File: src/rtl/capture_ctrl_if.sv
// Capture controller bus: control/trigger inputs, RAM write port and capture status.
interface capture_ctrl_if #(
  parameter int DATAWIDTH = 18,
  parameter int ADDRWIDTH = 10
);
  logic                 arm;
  logic                 abort;
  logic [ADDRWIDTH-1:0] pretrig;
  logic [ADDRWIDTH-1:0] posttrig;
  logic [DATAWIDTH-1:0] in_data;
  logic                 in_valid;
  logic                 trig;
  logic [ADDRWIDTH-1:0] wr_addr;
  logic [DATAWIDTH-1:0] wr_data;
  logic                 we;
  logic                 busy;
  logic                 done;
  logic [ADDRWIDTH-1:0] trig_addr;
  logic [ADDRWIDTH-1:0] start_addr;
  logic                 wrapped;

  modport master (
    output arm, abort, pretrig, posttrig, in_data, in_valid, trig,
    input  wr_addr, wr_data, we, busy, done, trig_addr, start_addr, wrapped
  );

  modport slave (
    input  arm, abort, pretrig, posttrig, in_data, in_valid, trig,
    output wr_addr, wr_data, we, busy, done, trig_addr, start_addr, wrapped
  );
endinterface

File: src/rtl/capture_ctrl.sv
// Trigger/capture controller: circular pre-trigger history, qualified trigger, N post samples.
// One-cycle registered write path; done rises the cycle after the final write, no backpressure.
module capture_ctrl #(
  parameter int DATAWIDTH = 18,
  parameter int ADDRWIDTH = 10
) (
  input  logic           i_clk,
  input  logic           i_reset_l,
  capture_ctrl_if.slave  bus
);
  localparam logic [ADDRWIDTH-1:0] ADDR_MAX = '1;

  typedef enum logic [1:0] {IDLE, ARMED, POST, DONE} state_t;

  state_t               r_state;
  logic [ADDRWIDTH-1:0] r_ptr;
  logic [ADDRWIDTH-1:0] r_fill;
  logic [ADDRWIDTH-1:0] r_cnt;
  logic [ADDRWIDTH-1:0] r_wr_addr;
  logic [DATAWIDTH-1:0] r_wr_data;
  logic                 r_we;
  logic                 r_busy;
  logic                 r_done;
  logic [ADDRWIDTH-1:0] r_trig_addr;
  logic [ADDRWIDTH-1:0] r_start_addr;
  logic                 r_wrapped;

  logic w_write;
  logic w_trig_ok;
  logic w_start;

  assign w_write   = bus.in_valid && (r_state == ARMED || r_state == POST);
  assign w_trig_ok = bus.in_valid && bus.trig && (r_fill >= bus.pretrig);
  // DONE is entered one cycle before done is shown so the final write drains first.
  assign w_start   = bus.arm && (r_state == IDLE || (r_state == DONE && r_done));

  always_ff @(posedge i_clk) begin
    if (!i_reset_l) begin
      r_state      <= IDLE;
      r_ptr        <= '0;
      r_fill       <= '0;
      r_cnt        <= '0;
      r_wr_addr    <= '0;
      r_wr_data    <= '0;
      r_we         <= 1'b0;
      r_busy       <= 1'b0;
      r_done       <= 1'b0;
      r_trig_addr  <= '0;
      r_start_addr <= '0;
      r_wrapped    <= 1'b0;
    end else begin
      r_we <= 1'b0;
      if (bus.abort) begin
        r_state <= IDLE;
        r_busy  <= 1'b0;
        r_done  <= 1'b0;
      end else begin
        if (w_write) begin
          r_we      <= 1'b1;
          r_wr_addr <= r_ptr;
          r_wr_data <= bus.in_data;
          r_ptr     <= r_ptr + 1'b1;
          if (r_ptr == ADDR_MAX) r_wrapped <= 1'b1;
        end
        if (w_start) begin
          r_state   <= ARMED;
          r_ptr     <= '0;
          r_fill    <= '0;
          r_wrapped <= 1'b0;
          r_busy    <= 1'b1;
          r_done    <= 1'b0;
        end
        case (r_state)
          ARMED: if (bus.in_valid) begin
            if (r_fill != ADDR_MAX) r_fill <= r_fill + 1'b1;
            if (w_trig_ok) begin
              r_trig_addr <= r_ptr;
              if (bus.posttrig == '0) begin
                r_state <= DONE;
              end else begin
                r_cnt   <= bus.posttrig;
                r_state <= POST;
              end
            end
          end
          POST: if (bus.in_valid) begin
            r_cnt <= r_cnt - 1'b1;
            if (r_cnt == ADDRWIDTH'(1)) r_state <= DONE;
          end
          DONE: if (!r_done) begin
            r_done       <= 1'b1;
            r_busy       <= 1'b0;
            r_start_addr <= r_wrapped ? r_ptr : '0;
          end
          default: ;
        endcase
      end
    end
  end

  assign bus.we         = r_we;
  assign bus.wr_addr    = r_wr_addr;
  assign bus.wr_data    = r_wr_data;
  assign bus.busy       = r_busy;
  assign bus.done       = r_done;
  assign bus.trig_addr  = r_trig_addr;
  assign bus.start_addr = r_start_addr;
  assign bus.wrapped    = r_wrapped;
endmodule

File: src/flat_wrapper.sv
// flat-port wrapper written by rule: the top's interface ports become plain ports
module capture_ctrl_flat 
#(
  parameter int DATAWIDTH = 18,
  parameter int ADDRWIDTH = 10
)
  (i_clk, i_reset_l, bus_arm, bus_abort, bus_pretrig, bus_posttrig, bus_in_data, bus_in_valid, bus_trig, bus_wr_addr, bus_wr_data, bus_we, bus_busy, bus_done, bus_trig_addr, bus_start_addr, bus_wrapped);
  capture_ctrl_if #(.DATAWIDTH(DATAWIDTH), .ADDRWIDTH(ADDRWIDTH)) bus_i ();
  input  logic i_clk;
  input  logic i_reset_l;
  input wire logic [$bits(bus_i.arm)-1:0] bus_arm;
  input wire logic [$bits(bus_i.abort)-1:0] bus_abort;
  input wire logic [$bits(bus_i.pretrig)-1:0] bus_pretrig;
  input wire logic [$bits(bus_i.posttrig)-1:0] bus_posttrig;
  input wire logic [$bits(bus_i.in_data)-1:0] bus_in_data;
  input wire logic [$bits(bus_i.in_valid)-1:0] bus_in_valid;
  input wire logic [$bits(bus_i.trig)-1:0] bus_trig;
  output wire logic [$bits(bus_i.wr_addr)-1:0] bus_wr_addr;
  output wire logic [$bits(bus_i.wr_data)-1:0] bus_wr_data;
  output wire logic [$bits(bus_i.we)-1:0] bus_we;
  output wire logic [$bits(bus_i.busy)-1:0] bus_busy;
  output wire logic [$bits(bus_i.done)-1:0] bus_done;
  output wire logic [$bits(bus_i.trig_addr)-1:0] bus_trig_addr;
  output wire logic [$bits(bus_i.start_addr)-1:0] bus_start_addr;
  output wire logic [$bits(bus_i.wrapped)-1:0] bus_wrapped;
  assign bus_i.arm = bus_arm;
  assign bus_i.abort = bus_abort;
  assign bus_i.pretrig = bus_pretrig;
  assign bus_i.posttrig = bus_posttrig;
  assign bus_i.in_data = bus_in_data;
  assign bus_i.in_valid = bus_in_valid;
  assign bus_i.trig = bus_trig;
  assign bus_wr_addr = bus_i.wr_addr;
  assign bus_wr_data = bus_i.wr_data;
  assign bus_we = bus_i.we;
  assign bus_busy = bus_i.busy;
  assign bus_done = bus_i.done;
  assign bus_trig_addr = bus_i.trig_addr;
  assign bus_start_addr = bus_i.start_addr;
  assign bus_wrapped = bus_i.wrapped;
  capture_ctrl #(.DATAWIDTH(DATAWIDTH), .ADDRWIDTH(ADDRWIDTH)) u_core (.i_clk(i_clk), .i_reset_l(i_reset_l), .bus(bus_i));
endmodule
File: config.mk
export PLATFORM = sky130hd
export DESIGN_NAME = capture_ctrl_flat
export DESIGN_NICKNAME = d
export VERILOG_FILES = /design/src/rtl/capture_ctrl_if.sv /design/src/rtl/capture_ctrl.sv /design/src/flat_wrapper.sv
export SDC_FILE = /design/constraint.sdc
export NUM_CORES = 1
export LEC_CHECK = 0
export CORE_MARGIN = 4
export CORE_UTILIZATION = 50
export CTS_BUF_LIST = sky130_fd_sc_hd__clkbuf_8
export CTS_CLUSTER_DIAMETER = 50
export DETAILED_ROUTE_END_ITERATION = 10
export PLACE_DENSITY_LB_ADDON = 0.1
export SLEW_MARGIN = 20
export SYNTH_ARGS = -nofsm -noshare
export SYNTH_HDL_FRONTEND = slang
export SYNTH_SLANG_ARGS = --single-unit
File: constraint.sdc
create_clock -name i_clk -period 4.2 [get_ports i_clk]
set_input_delay 0.84 -clock i_clk [delete_from_list [all_inputs] [get_ports i_clk]]
set_output_delay 0.84 -clock i_clk [all_outputs]
set_load 0.03 [all_outputs]
=== Word-level counts from Yosys, hierarchy flattened ===
Index checks and enable logic that the tools add are counted.

* Magnitude comparators: 1
* Bitwise logic cells: 3
* Equal/unequal tests: 10
* Multiplexer cells: 29
* Reduce and logical (&&, ||, !) cells: 19
* Add/subtract/negate cells: 3

{| class="wikitable"
|+ Operators with widths
! cell !! count
|-
| 10-bit 2-to-1 mux || 11
|-
| 10-bit by 1-bit adder with 10-bit output (second input constant) || 2
|-
| 10-bit one-hot mux with 2 select lines || 1
|-
| 1-bit 2-to-1 mux || 11
|-
| 10-bit by 1-bit == test with 1-bit output (second input constant) || 1
|-
| 10-bit == test (second input constant) || 1
|-
| 10-bit greater-or-equal comparator || 1
|-
| 10-bit logical NOT || 1
|-
| 2-bit 2-to-1 mux || 5
|-
| 10-bit != test (second input constant) || 1
|-
| 10-bit by 1-bit subtractor with 10-bit output (second input constant) || 1
|-
| 2-bit != test (second input constant) || 3
|-
| 3-bit AND reduction || 2
|-
| 6-bit AND reduction || 1
|-
| 2-bit nonzero test || 3
|-
| 1-bit logical AND || 5
|-
| 2-bit == test (second input constant) || 2
|-
| 2-bit one-hot mux with 2 select lines || 1
|-
| 2-bit AND reduction || 2
|-
| 4-bit AND reduction || 1
|-
| 1-bit inverter || 3
|-
| 2-bit by 1-bit == test with 1-bit output (second input constant) || 1
|-
| 2-bit logical NOT || 1
|-
| 1-bit logical OR || 2
|-
| other kinds (2) || 2
|}

* Input port bits: 44
* Register bits: 84

=== Longest topological paths before layout ===
* Depth after elaboration: 8
* Mapped depth: 9
* Depth with buffers taken out: 8

=== Worst setup path before layout ===
Ideal clock, no wire load.

* Path type: input-to-reg
* From: input bus_pretrig[8]
* To: register u_core.r_cnt[1]
* Arrival: 2.486 ns
* Cell stages on the path: 9
* Setup slack: 1.592 ns
* Cells stage by stage: inv_1 -> ha_1 -> nand4_2 -> a211o_2 -> o31ai_2 -> o2111ai_4 -> and2_4 -> buf_6 -> o311a_1

* Cells in the longest elaborated chain, start to end: 4

{| class="wikitable"
|+ Ends and longest elaborated chain
! item !! RTL line !! RTL
|-
| start, declared || flat_wrapper.sv:13 || <nowiki>input wire logic [$bits(bus_i.pretrig)-1:0] bus_pretrig;</nowiki>
|-
| 10-bit greater-or-equal comparator || capture_ctrl.sv:33 || <nowiki>assign w_trig_ok = bus.in_valid && bus.trig && (r_fill >= bus.pretrig);</nowiki>
|-
| 1-bit logical AND || capture_ctrl.sv:33 ||
|-
| 2-bit by 1-bit != test with 1-bit output (no line) || n/a ||
|-
| 6-bit AND reduction (no line) || n/a ||
|-
| end signal, assigned || capture_ctrl.sv:81 || <nowiki>r_cnt <= bus.posttrig;</nowiki>
|-
| end signal, assigned || capture_ctrl.sv:87 || <nowiki>r_cnt <= r_cnt - 1'b1;</nowiki>
|-
| end, declared || capture_ctrl.sv:18 || <nowiki>logic [ADDRWIDTH-1:0] r_cnt;</nowiki>
|}

No other way between the ends.
A chain may end at the register's enable or synchronous reset.

=== Worst setup path after layout ===
* From: input bus_pretrig[4]
* To: register u_core.r_cnt[1]

Same word-level chain as after synthesis.

==> reports/summary.txt <==
Syn-to-layout area delta: 28.0%
area of the core: 7890 µm²
Sink Count: 84
TritonCTS Buffers: 9
H-tree depth: 3
syn avg cell area: 8.26 µm²
syn nets: 562
Max VDD drop: 0.000173 V
Hold Path Class: register to register
element type at the critical path start: input pin
Yosys reg bits: 84
Primary FF master, synth: dfxtp_1
Post-CTS Setup Repair Bufs: 0
Top delay family on crit path: compound AO/OA/AOI/OAI gates
switch share: 0.240
Worst Tran Pin Value: 0.674 ns
Worst-path clk slew: 0.08 ns
routability cong.: 0.863
fmax: 0.352 GHz
GR Layer Usage met2: 0.331
Internal: 1.14 mW
I/O pin cnt: 96
Final period util: 0.675
share of cells above drive strength 1: 0.0527
Final min period: 2.84 ns
status: finished, final reports clean
Final setup viols: 0
area of the die: 9780 µm²
Hold Vio Cnt, Final: 0
nets@finish: 646
Pre-antenna DRT Iters: 4
Seq pwr share: 0.535
number of synthesized flops with an enable pin: 0
Worst Path Arrival: 3.08 ns
CTS tree: built
CTS root buffer: clkbuf_8
Hold-fix buffers, CTS: 0
drc violations: 0
Vias/cell: 5.42
die width: 98.9 µm
worst-path cell chain: clkdlybuf4s50_1, inv_1, ha_1, a41oi_1, o31ai_2, o2111ai_4, and2_4, o311a_1
# diodes: 0
Net Sw Power: 0.360 mW
Worst Path Buf+Inv: 2
worst endpoint required time: 4.44 ns
Ys Warns: 0
Critical Setup Path Class: input pin to register
crit path max fanout: 10
Distinct cells, synth: 60
max-slew violation count: 0
slowest cell on the critical path: o31ai_2
CTS resizes: 0
detailed placement HPWL: 6940 µm
GRT overflow: 0
max incr delay on CP: 0.46 ns
Detail Route Antenna Nets: 0
worst clock skew: 0.00635 ns
met1 Track Usage GR: 0.257
Clock power frac: 0.387
Syn Inst Count: 500
initial core utilization: 0.523
Die Ht: 98.9 µm
cell row count: 32
hold_ws: 0.462 ns
worst-skew pair later-pin latency: 0.36 ns
leakage: 1.96 nW
Final TNS setup: 0 ns
initial antenna violation count: 0
M3 GR Usage: 0.0538
post-DR wirelength/cell: 14.2 µm
RSZ-0062 raised after global routing: false
max cap viols: 0
busiest grt layer: met2
FILL cells: 697
Worst Setup End Kind: register
worst-case clock buffer depth: 2
pin count of the biggest net entering global routing: 45
Iter 0 DRT Violations: 117
Netlist Area Pre-Place: 4130 µm²
sequential fraction of the synthesis area: 0.407
first-pass GRT wire length: 16500 µm
Logic pwr share: 0.079
Total Routed Length: 9830 µm
pwr dens: 284 nW/µm²
Slew headroom: 0.547
I/O Buffers: 95
GR Util All Layers: 0.203
vias post-DR: 3739
via count of the first global-routing pass: 3588
async set-reset flop share out of synthesis: 0
layout by cell type, fill, tap and decap left out, types with 6 or more instances in the layout:
| master | n |
|---|---|
| xor2_1 | 7 |
| nand2_1 | 109 |
| clkdlybuf4s50_1 | 94 |
| a21oi_1 | 16 |
| clkbuf_8 | 9 |
| dfxtp_1 | 84 |
| a31oi_1 | 7 |
| nor2b_1 | 14 |
| nand3_1 | 24 |
| a21boi_0 | 39 |
| mux2i_1 | 10 |
| o22ai_1 | 9 |
| nor3_1 | 6 |
| inv_1 | 19 |
| nor2_1 | 27 |
| ha_1 | 18 |
| o21ai_0 | 17 |
per-layer routing:
layer | up-vias | share of wire
met5 | - | 0
met2 | 99 | 0.46
li1 | 1903 | -
met4 | 0 | 0.016
met3 | 13 | 0.068
met1 | 1724 | 0.46
final cells by class:
class	instances	area [µm²]	area share
Clock buffer	9	124	0.0234
Timing Repair Buffer	100	983	0.186
Clock inverter	6	71.3	0.0135
Sequential cell	84	1680	0.318
Inverter	20	75.1	0.0142
Tap cell	102	128	0.0241
Multi-Input combinational cell	369	2220	0.420
kinds of logic (layout without fill, tap and decap cells):
family	after synthesis	in the layout	synth area share
and+or+nand+nor	216	216	0.243
AOI/OAI and AO/OA	117	117	0.199
DFF	84	84	0.407
buffers and inverters	47	135	0.0545
adders and majority gates	18	18	0.0545
muxes	10	10	0.0242
xor gates and xnor gates	8	8	0.0170
final timing paths:
check / start / end / slack, ns / cells after the start
setup reg to reg: u_core.r_fill[4] / u_core.r_cnt[1] / 1.87 / 6
setup / recovery: bus_pretrig[4] / u_core.r_cnt[1] / 1.36 / 8
hold / removal: u_core.bus.wr_data[14] / u_core.bus.wr_data[14] / 0.46 / 2
hold reg to reg: u_core.bus.wr_data[14] / u_core.bus.wr_data[14] / 0.46 / 2
metrics by stage:
stage | area, µm² | cells | utilization | setup slack, ns | power (mW)
final | 5290 | 690 | 0.670 | 1.36 | 1.50
after global placement | 5090 | 675 | 0.645 | 1.04 | 0.937
after global routing | 5290 | 690 | 0.670 | 1.26 | 1.57
after detailed placement | 5090 | 675 | 0.645 | 0.995 | 0.939
after CTS | 5290 | 690 | 0.670 | 1.37 | 1.52
after floorplan | 4130 | 500 | - | 1.59 | 0.879
cells in the mapped netlist (4+ instances only):
cell type	count	area share
nand3_1	24	0.029
o21ai_0	17	0.021
a31oi_1	7	0.011
o22ai_1	9	0.014
a21boi_0	39	0.071
clkbuf_1	17	0.015
a21oi_1	16	0.019
nor2b_1	14	0.021
xor2_1	7	0.015
nand2_1	109	0.099
and2_1	5	0.0076
nor3_1	6	0.0073
nand4_1	4	0.0061
nand2b_1	5	0.0076
inv_1	19	0.017
nor2_1	27	0.025
dfxtp_1	84	0.41
mux2i_1	10	0.024
ha_1	18	0.055
registers in the layout, indices dropped and copies added (netlist names):
register / cells
u_core.bus.done: 1
u_core.bus.wr_data: 18
u_core.bus.wr_addr: 10
u_core.r_ptr: 10
u_core.bus.wrapped: 1
u_core.bus.trig_addr: 10
u_core.bus.busy: 1
u_core.r_state: 2
u_core.r_cnt: 10
u_core.r_fill: 10
u_core.bus.we: 1
u_core.bus.start_addr: 10
tightest hold or removal path: stages (launching register included):
cell and delay (ns):
dfxtp_1 0.31, nand2_1 0.04, a21boi_0 0.06
power groups by stage:
stage	logic [mW]	registers (mW)	clock network, mW
6_report	0.118	0.802	0.580
5_1_grt	0.130	0.803	0.636
4_1_cts	0.119	0.802	0.596
3_5_place_dp	0.118	0.821	0
3_3_place_gp	0.116	0.821	0
2_1_floorplan	0.0530	0.826	0
(Power assumes the default switching activity.)
